### config.mk
export PLATFORM = sky130hd
export DESIGN_NAME = delay_mem_arbiter
export DESIGN_NICKNAME = d
export VERILOG_FILES = /design/src/rtl/delay_mem_arbiter_pkg.sv /design/src/rtl/delay_mem_arbiter_rr_picker.sv /design/src/rtl/delay_mem_arbiter.sv
export SDC_FILE = /design/constraint.sdc
export NUM_CORES = 1
export LEC_CHECK = 0
export ABC_AREA = 1
export CORE_ASPECT_RATIO = 0.7
export CORE_UTILIZATION = 30
export CTS_CLUSTER_SIZE = 14
export DETAILED_ROUTE_END_ITERATION = 10
export PLACE_DENSITY_LB_ADDON = 0.3
export SETUP_SLACK_MARGIN = 0.2
export SLEW_MARGIN = 20
export SYNTH_ARGS = -nofsm -noshare
export SYNTH_HDL_FRONTEND = slang
export SYNTH_SLANG_ARGS = --single-unit
export TNS_END_PERCENT = 5
### constraint.sdc
create_clock -name clk -period 2.8 [get_ports clk]
set_clock_uncertainty 0.15 [all_clocks]
set_input_delay 0.56 -clock clk [delete_from_list [all_inputs] [get_ports clk]]
set_output_delay 0.56 -clock clk [all_outputs]
set_load 0.005 [all_outputs]
### src/rtl/delay_mem_arbiter_pkg.sv
// Shared types and helpers for the delay-line memory arbiter and the other round-robin arbiters.
package delay_mem_arbiter_pkg;

    localparam int DELAY_ARB_MIN_LATENCY = 1;

    // Wide enough for up to 16 requesters; narrower arbiters just use the low codes.
    localparam int REQ_IDX_W = 4;

    typedef logic [REQ_IDX_W-1:0] req_idx_t;

    typedef struct packed {
        logic     valid;
        req_idx_t requester;
    } delay_tag_t;

    function automatic req_idx_t rr_next(req_idx_t idx, int n);
        if (int'(idx) >= n - 1) return '0;
        return idx + req_idx_t'(1);
    endfunction

endpackage

### src/rtl/delay_mem_arbiter_rr_picker.sv
// Combinational round-robin picker: first active request after 'last', returned one-hot.
module rr_picker
    import delay_mem_arbiter_pkg::*;
#(
    parameter int N_REQ = 2
) (
    input  logic [N_REQ-1:0] req,
    input  req_idx_t         last,
    output logic [N_REQ-1:0] winner,
    output req_idx_t         winner_idx,
    output logic             found
);

    req_idx_t scan_idx;

    always_comb begin
        winner     = '0;
        winner_idx = last;
        found      = 1'b0;
        scan_idx   = last;
        for (int k = 0; k < N_REQ; k++) begin
            scan_idx = rr_next(scan_idx, N_REQ);
            for (int j = 0; j < N_REQ; j++) begin
                if (!found && req[j] && scan_idx == req_idx_t'(j)) begin
                    winner[j]  = 1'b1;
                    winner_idx = scan_idx;
                    found      = 1'b1;
                end
            end
        end
    end

endmodule

### src/rtl/delay_mem_arbiter.sv
// Round-robin arbiter sharing the single-port delay-line SRAM between pipelines.
// Define DELAY_MEM_BOUNDS_EN to add per-requester region relocation and bounds checking.
module delay_mem_arbiter
    import delay_mem_arbiter_pkg::*;
#(
    parameter int N_REQ       = 2,
    parameter int ADDR_WIDTH  = 18,
    parameter int DATA_WIDTH  = 16,
    parameter int MEM_LATENCY = 2
) (
    input  logic                        clk,
    input  logic                        reset,
    input  logic [N_REQ-1:0]            req,
    input  logic [N_REQ-1:0]            req_we,
    input  logic [N_REQ*ADDR_WIDTH-1:0] req_addr,
    input  logic [N_REQ*DATA_WIDTH-1:0] req_wdata,
    output logic [N_REQ-1:0]            grant,
    output logic [DATA_WIDTH-1:0]       rdata,
    output logic [N_REQ-1:0]            rvalid,
    input  logic [N_REQ-1:0]            flush,
    output logic                        mem_en,
    output logic                        mem_we,
    output logic [ADDR_WIDTH-1:0]       mem_addr,
    output logic [DATA_WIDTH-1:0]       mem_wdata,
    input  logic [DATA_WIDTH-1:0]       mem_rdata,
    input  logic [N_REQ-1:0]            alloc_valid,
    input  logic [N_REQ*DATA_WIDTH-1:0] alloc_size,
    input  logic [N_REQ*DATA_WIDTH-1:0] alloc_base,
    output logic [N_REQ-1:0]            bounds_err
);

    localparam int TAG_DEPTH = (MEM_LATENCY < DELAY_ARB_MIN_LATENCY) ? DELAY_ARB_MIN_LATENCY : MEM_LATENCY;

    req_idx_t              last;
    delay_tag_t            tags [TAG_DEPTH];
    delay_tag_t            issue_tag;
    delay_tag_t            ret_tag;
    logic [N_REQ-1:0]      req_masked;
    logic [N_REQ-1:0]      winner;
    req_idx_t              winner_idx;
    logic                  found;
    logic                  sel_we;
    logic [ADDR_WIDTH-1:0] sel_addr;
    logic [DATA_WIDTH-1:0] sel_wdata;
    logic [ADDR_WIDTH-1:0] phys_addr;
    logic                  in_range;

    function automatic delay_tag_t drop_flushed(delay_tag_t t, logic [N_REQ-1:0] f);
        drop_flushed = t;
        for (int i = 0; i < N_REQ; i++) begin
            if (f[i] && t.requester == req_idx_t'(i)) drop_flushed.valid = 1'b0;
        end
    endfunction

    function automatic logic [N_REQ-1:0] tag_onehot(delay_tag_t t);
        tag_onehot = '0;
        for (int i = 0; i < N_REQ; i++) begin
            if (t.valid && t.requester == req_idx_t'(i)) tag_onehot[i] = 1'b1;
        end
    endfunction

    // Last cycle's grantee still holds req high, so it sits out one round.
    assign req_masked = req & ~grant & ~flush;

    rr_picker #(.N_REQ(N_REQ)) u_picker (
        .req        (req_masked),
        .last       (last),
        .winner     (winner),
        .winner_idx (winner_idx),
        .found      (found)
    );

    always_comb begin
        sel_we    = 1'b0;
        sel_addr  = '0;
        sel_wdata = '0;
        for (int i = 0; i < N_REQ; i++) begin
            if (winner[i]) begin
                sel_we    = sel_we | req_we[i];
                sel_addr  = sel_addr | req_addr[i*ADDR_WIDTH +: ADDR_WIDTH];
                sel_wdata = sel_wdata | req_wdata[i*DATA_WIDTH +: DATA_WIDTH];
            end
        end
    end

`ifdef DELAY_MEM_BOUNDS_EN
    localparam int CW = (ADDR_WIDTH > DATA_WIDTH) ? ADDR_WIDTH : DATA_WIDTH;

    logic [DATA_WIDTH-1:0] region_base [N_REQ];
    logic [DATA_WIDTH-1:0] region_size [N_REQ];
    logic [CW-1:0]         off_ext;
    logic [CW-1:0]         base_ext;
    logic [CW-1:0]         size_ext;
    logic [CW-1:0]         addr_sum;

    always_ff @(posedge clk) begin
        if (reset) begin
            for (int i = 0; i < N_REQ; i++) begin
                region_base[i] <= '0;
                region_size[i] <= '0;
            end
        end else begin
            for (int i = 0; i < N_REQ; i++) begin
                if (alloc_valid[i]) begin
                    region_base[i] <= alloc_base[i*DATA_WIDTH +: DATA_WIDTH];
                    region_size[i] <= alloc_size[i*DATA_WIDTH +: DATA_WIDTH];
                end
            end
        end
    end

    // Checked against the region as it stands this cycle; a same-cycle alloc applies next cycle.
    always_comb begin
        base_ext = '0;
        size_ext = '0;
        for (int i = 0; i < N_REQ; i++) begin
            if (winner[i]) begin
                base_ext = base_ext | CW'(region_base[i]);
                size_ext = size_ext | CW'(region_size[i]);
            end
        end
        off_ext   = CW'(sel_addr);
        addr_sum  = base_ext + off_ext;
        in_range  = off_ext < size_ext;
        phys_addr = addr_sum[ADDR_WIDTH-1:0];
    end
`else
    logic unused_alloc;
    assign unused_alloc = ^{alloc_valid, alloc_size, alloc_base};
    assign in_range     = 1'b1;
    assign phys_addr    = sel_addr;
`endif

    always_comb begin
        issue_tag.valid     = mem_en & ~mem_we;
        issue_tag.requester = last;
        ret_tag             = drop_flushed(tags[TAG_DEPTH-1], flush);
    end

    always_ff @(posedge clk) begin
        if (reset) begin
            grant      <= '0;
            bounds_err <= '0;
            rvalid     <= '0;
            rdata      <= '0;
            mem_en     <= 1'b0;
            mem_we     <= 1'b0;
            mem_addr   <= '0;
            mem_wdata  <= '0;
            last       <= req_idx_t'(N_REQ - 1);
            for (int k = 0; k < TAG_DEPTH; k++) tags[k] <= '0;
        end else begin
            grant      <= found ? winner : '0;
            bounds_err <= (found && !in_range) ? winner : '0;
            mem_en     <= found && in_range;
            mem_we     <= found && in_range && sel_we;
            if (found && in_range) begin
                mem_addr  <= phys_addr;
                mem_wdata <= sel_wdata;
            end
            if (found) last <= winner_idx;

            tags[0] <= drop_flushed(issue_tag, flush);
            for (int k = 1; k < TAG_DEPTH; k++) tags[k] <= drop_flushed(tags[k-1], flush);

            rvalid <= tag_onehot(ret_tag);
            if (ret_tag.valid) rdata <= mem_rdata;
        end
    end

endmodule

======== After elaboration in Yosys (flattened, before gate mapping) ========
Memories as Yosys holds them, arrays and structs flattened.
Index checks and enable logic that the tools add are counted.
storage, ports and cells
  register bits after elaboration ......... 60
  RAM bits ................................ 10
  memories kept ........................... 1
operators by class
  add/subtract/negate cells ............... 2
  $lt $le $gt $ge ......................... 2
  eq/ne operators ......................... 5
  mux-type cells .......................... 38
  bitwise operators ....................... 12
  reductions and logical operators ........ 27
memory list
  name  depth  bits a word  rd ports  clocked after Yosys merged registers in  wr ports  RTL line                 text
  tags  2      5            2         0                                        2         delay_mem_arbiter.sv:35  delay_tag_t tags [TAG_DEPTH];
operators by type and width
  kind                                                                    count
  18-bit two-way mux                                                      2
  16-bit two-way mux                                                      2
  4-bit two-way mux                                                       8
  1-bit two-way mux                                                       24
  4-bit by 1-bit == test with 1-bit output (second input constant)        5
  4-bit zero test                                                         5
  18-bit bitwise OR                                                       1
  1-bit logical AND                                                       16
  16-bit bitwise OR                                                       1
  5-bit two-way mux                                                       2
  4-bit by 1-bit adder with 4-bit output (second input constant)          2
  4-bit by 1-bit >= comparator with 1-bit output (second input constant)  2
  2-bit bitwise AND                                                       2
  2-bit inverter                                                          2
  4-bit nonzero test                                                      1
  1-bit zero test                                                         3
  1-bit bitwise OR                                                        3
  1-bit inverter                                                          2
  2-bit AND reduction                                                     1
  2-bit OR reduction                                                      1
  1-bit bitwise AND                                                       1

======== Depth between registers and ports, before layout ========
Gate-level depths: netlist (run 1).
  word-level depth ........................ 20
  depth in mapped cells ................... 17
  depth with buffers taken out ............ 17

======== Cells and area by module ========
A second synthesis (run 1) with hierarchy kept.
second synthesis, totals
  cell total of the unflattened synthesis .. 488
  area, all modules ....................... 3533.4 um^2
modules (own cells, without submodules)
  module             instances  cells each  area an instance (um^2)  sequential area each (um^2)
  delay_mem_arbiter  1          438         3205.6                   1401.3
  rr_picker          1          50          327.8                    0.0

======== Least setup slack after synthesis (run 1) ========
No wires, ideal clock.
  kind .................................... flip-flop to flip-flop
  from .................................... register last[1]
  to ...................................... register mem_addr[7]
  setup time .............................. 0.119 ns
  arrival time ............................ 2.067 ns
  required time ........................... 2.531 ns
  setup slack ............................. 0.464 ns
  stages on the path, launching flop included .. 15
  path buffers ............................ 1
  period minus slack after synthesis ...... 2.336 ns
  path through ............................ dfxtp_1 > inv_1 > ha_1 > inv_1 > nand4_1 > inv_1 > ha_1 > inv_1 > nor2_1 > nand2_2 > o21ai_2 > buf_2 > nor2_1 > a21oi_1 > a21oi_1
between the ends
  word-level cells in the longest chain between the ends .. 19
  elaborated cells on any way between the ends .. 32
ends and longest elaborated chain
  element                                                                                  RTL line                     text
  from (decl)                                                                              delay_mem_arbiter.sv:34      req_idx_t last;
  from (signal assigned)                                                                   delay_mem_arbiter.sv:150     last <= req_idx_t'(N_REQ - 1);
  from (signal assigned)                                                                   delay_mem_arbiter.sv:161     if (found) last <= winner_idx;
  4-bit by 1-bit >= comparator with 1-bit output                                           delay_mem_arbiter_pkg.sv:17  if (int'(idx) >= n - 1) return '0;
  1-bit two-way mux                                                                        delay_mem_arbiter_pkg.sv:17
  4-bit two-way mux (*)                                                                    delay_mem_arbiter_pkg.sv:18  return idx + req_idx_t'(1);
  branches (longest 16 deep; another with 4-bit by 1-bit >= comparator with 1-bit output)  n/a
  to (signal assigned)                                                                     delay_mem_arbiter.sv:158     mem_addr <= phys_addr;
  to (decl)                                                                                delay_mem_arbiter.sv:23      output logic [ADDR_WIDTH-1:0] mem_addr,
Every way passes the cells marked *.
A chain may end at the register's enable or synchronous reset.

======== Final worst setup path (run 1) ========
  from .................................... register last[1]
  to ...................................... register mem_addr[6]
Same word-level chain as after synthesis.

==> summary.md, run 1 <==
| Metric | Value |
|---|---|
| Fillers | `966` |
| Final setup viols | `0` |
| Min-Delay Path Class | `reg2reg` |
| WL per Instance | `14.6 um` |
| Register area share after synthesis | `43.1%` |
| Post-Synthesis Cells | `450` |
| Element type at the critical path end | `flip-flop` |
| Flops & latches, synth | `70` |
| Via density | `4.63` |
| Status | `complete, no violations` |
| HPWL Detailed | `6770 um` |
| Total internal power | `2.04 mW` |
| Sequential cell area | `0.00140 mm^2` |
| Synthesized cell area | `0.00325 mm^2` |
| RR Endpoint | `mem_addr[6]` |
| Hold depth | `2` |
| CP max FO | `9` |
| Row cnt | `31` |
| First-pass iteration count of the detailed router | `4` |
| Clock transition time at the flip-flop clock pins of the worst setup and hold paths | `60 ps` |
| Remaining antenna violation count | `0` |
| Final setup TNS | `0 ps` |
| H-tree depth | `3` |
| Root buffer cell | `clkbuf_16` |
| Clock power frac | `38.1%` |
| Register share of total power | `39.3%` |
| YS warnings | `0` |
| TritonCTS buffer count | `9` |
| Arr. time, crit path | `2620 ps` |
| Dpl cell area | `0.00486 mm^2` |
| Total Die Area | `0.0113 mm^2` |
| P_sw | `0.758 mW` |
| Fin nets | `769` |
| Vias in the first global route | `3,274` |
| Largest net degree at the start of global routing | `37` |
| Pwr dens | `520 mW/mm^2` |
| Vias | `3,435` |
| Count of cell types in the netlist | `34` |
| Clk buf depth | `2` |
| Die W | `126 um` |
| Core area | `0.0104 mm^2` |
| Sink Count | `70` |
| Design area | `0.00538 mm^2` |
| Combinational Power Share | `22.6%` |
| Critical Path Source Type | `flip-flop` |
| Routed WL | `10,800 um` |
| Fin crit share | `90.1%` |
| Pleak | `2.21 nW` |
| Final hold vios | `0` |
| First-pass GRT wire length | `15,600 um` |
| Port Buf Inserts | `147` |
| Hold Crit Start | `tags[0][2]` |
| Final Max Slew Viols | `0` |
| Number of hold buffers added after cts | `0` |
| Sw frac | `27.1%` |
| CTS tree | `yes` |
| R2r setup slk | `280 ps` |
| Post-layout min period | `2520 ps` |
| Reg2Reg Launch Point | `last[1]` |
| Register-to-Register Path Depth | `17` |
| Hold EP | `tags[0][7]` |
| Max cap viols | `0` |
| Worst VDD drop | `0.290 mV` |
| Antenna violations before repair | `0` |
| DRC violations left | `0` |
| Total track usage | `18.0%` |
| Grt ovf | `0` |
| Footprint of the multi-input gates | `0.00157 mm^2` |
| Syn Area/Cell | `7.22 um^2` |
| Clock Latency Late Sink | `330 ps` |
| DR iter-0 viols | `157` |
| GPL Wtd Cong | `0.820` |
| Max Freq | `396 MHz` |
| Share of layout cells above drive strength 1 | `10.3%` |
| Ant. Diodes | `0` |
| RSZ-0062 raised after global routing | `false` |
| Effective utilization at floorplan | `31.2%` |
| P&R area growth vs syn | `65.5%` |
| Worst setup path category | `reg2reg` |
| Total power | `2.80 mW` |
| Critical Path RT | `2900 ps` |
| Ports | `216` |
| Die Y | `89.1 um` |
==> metal layers <==
metal  global-route usage (%)  up-vias  routed length, um
met5                        0        -                  0
met4                     5.81        0                 87
met3                     7.54        7               1000
met2                     29.1      128               4650
met1                     21.9     1531               5090
li1                         -     1769                  -
==> critical path: stages (launching register included) <==
cell and delay [ps]:
dfxtp_2 330, inv_1 60, ha_1 190, inv_2 70, nand3_1 70, inv_1 90, nand2_2 80, ha_1 210
inv_2 100, nor2_4 60, nand2_2 110, nand2_4 90, nor2_8 210, nand3_4 110, buf_12 180, nand2_8 120
nand2_1 60, a21oi_1 140
==> flip-flops by register name (all words and copies together) (netlist names) <==
signal and count:
last 4, mem_wdata 16, mem_addr 18, grant 2, rdata 16, mem_we 1, rvalid 2, mem_en 1
tags 10
==> power by group through the flow <==
stage / logic (mW) / clock network [mW] / registers, mW
6_report: 0.632 / 1.06 / 1.10
4_1_cts: 0.583 / 1.10 / 1.10
3_3_place_gp: 0.563 / 0 / 1.11
2_1_floorplan: 0.241 / 0 / 1.12
5_1_grt: 0.690 / 1.14 / 1.11
3_5_place_dp: 0.569 / 0 / 1.12
==> worst max path at each step <==
stage                     startpoint            to  slack, ps  cells after the start
after floorplan              last[1]   mem_addr[7]        460                     14
after global placement       last[1]  mem_wdata[1]         90                     16
after detailed placement     last[1]  mem_wdata[1]         60                     16
after CTS                    last[1]  mem_addr[14]        230                     16
after global routing         last[1]   mem_addr[6]        110                     17
final                        last[1]   mem_addr[6]        280                     17
==> metrics by stage <==
stage	std cells	hold slack (ps)	worst slack [ps]	util, %
4_1_cts	732	266	226	49.6
2_1_floorplan	451	253	464	-
6_report	742	267	278	51.6
3_5_place_dp	715	259	59.5	46.6
5_1_grt	742	279	112	51.6
3_3_place_gp	715	259	85.6	46.6
==> layout by cell type (no fill, tap or decap), types with 5 or more instances in the layout <==
master           count
nand2_8              6
dfxtp_1             68
nand2_1             48
nor2_1              48
clkdlybuf4s50_1    147
o21ai_1             19
a21oi_1             87
nand3_1              5
clkbuf_16           10
inv_2                6
inv_1               70
buf_4               11
nor3_1               5
o21ai_0             31
ha_1                 5
==> final cells by class <==
| class | count | share of cell area [%] |
|---|---|---|
| repair buffers | 165 | 31.2 |
| multi-input cells | 283 | 29.1 |
| flip-flops and latches | 70 | 26.1 |
| inverters | 76 | 5.30 |
| clock buffers | 10 | 4.44 |
| well taps | 132 | 3.07 |
| clock inverters | 6 | 0.814 |
==> synth_stat cells (all sizes together) <==
cell type | count | area [um^2]
a21oi | 87 | 435
a21boi | 1 | 7.51
o21ai | 51 | 259
nand3b | 1 | 7.51
nand4 | 3 | 18.8
nor4b | 1 | 8.76
ha | 6 | 75.1
a31oi | 1 | 6.26
nor2 | 51 | 215
inv | 76 | 285
dfxtp | 70 | 1400
nand2 | 54 | 230
clkbuf | 10 | 37.5
o211ai | 2 | 15.0
nor4 | 1 | 6.26
conb | 1 | 3.75
nor3 | 6 | 41.3
buf | 16 | 103
a2111oi | 1 | 8.76
nand3 | 10 | 77.6
nor3b | 1 | 7.51
==> kinds of logic after synthesis <==
| logic type | after synthesis | share of synthesized area (%) |
|---|---|---|
| DFF | 70 | 43.1 |
| adders and majority gates | 6 | 2.31 |
| and+or+nand+nor | 128 | 18.9 |
| buffers and inverters | 102 | 13.1 |
| other | 1 | 0.115 |
| AOI/OAI and AO/OA | 143 | 22.5 |
==> timing repair <==
item | 4_1_cts | 5_1_grt
endpoints found under the setup margin | 35 | 37
pin swaps | 2 | 7
cloned | 1 | 5
setup buffers | 0 | 5
gates resized for setup | 5 | 29
Note: power is estimated with default switching activity, not from simulation.
==> run 2: changes to the inputs <==
--- a/config.mk
+++ b/config.mk
@@ -8,6 +8,7 @@
 export ABC_AREA = 1
 export CORE_ASPECT_RATIO = 0.7
 export CORE_UTILIZATION = 30
+export CTS_CLUSTER_DIAMETER = 80
 export CTS_CLUSTER_SIZE = 14
 export DETAILED_ROUTE_END_ITERATION = 10
 export PLACE_DENSITY_LB_ADDON = 0.3
==> results of run 2 <==
Final layout, timing and power as in run 1 (identical DEF).
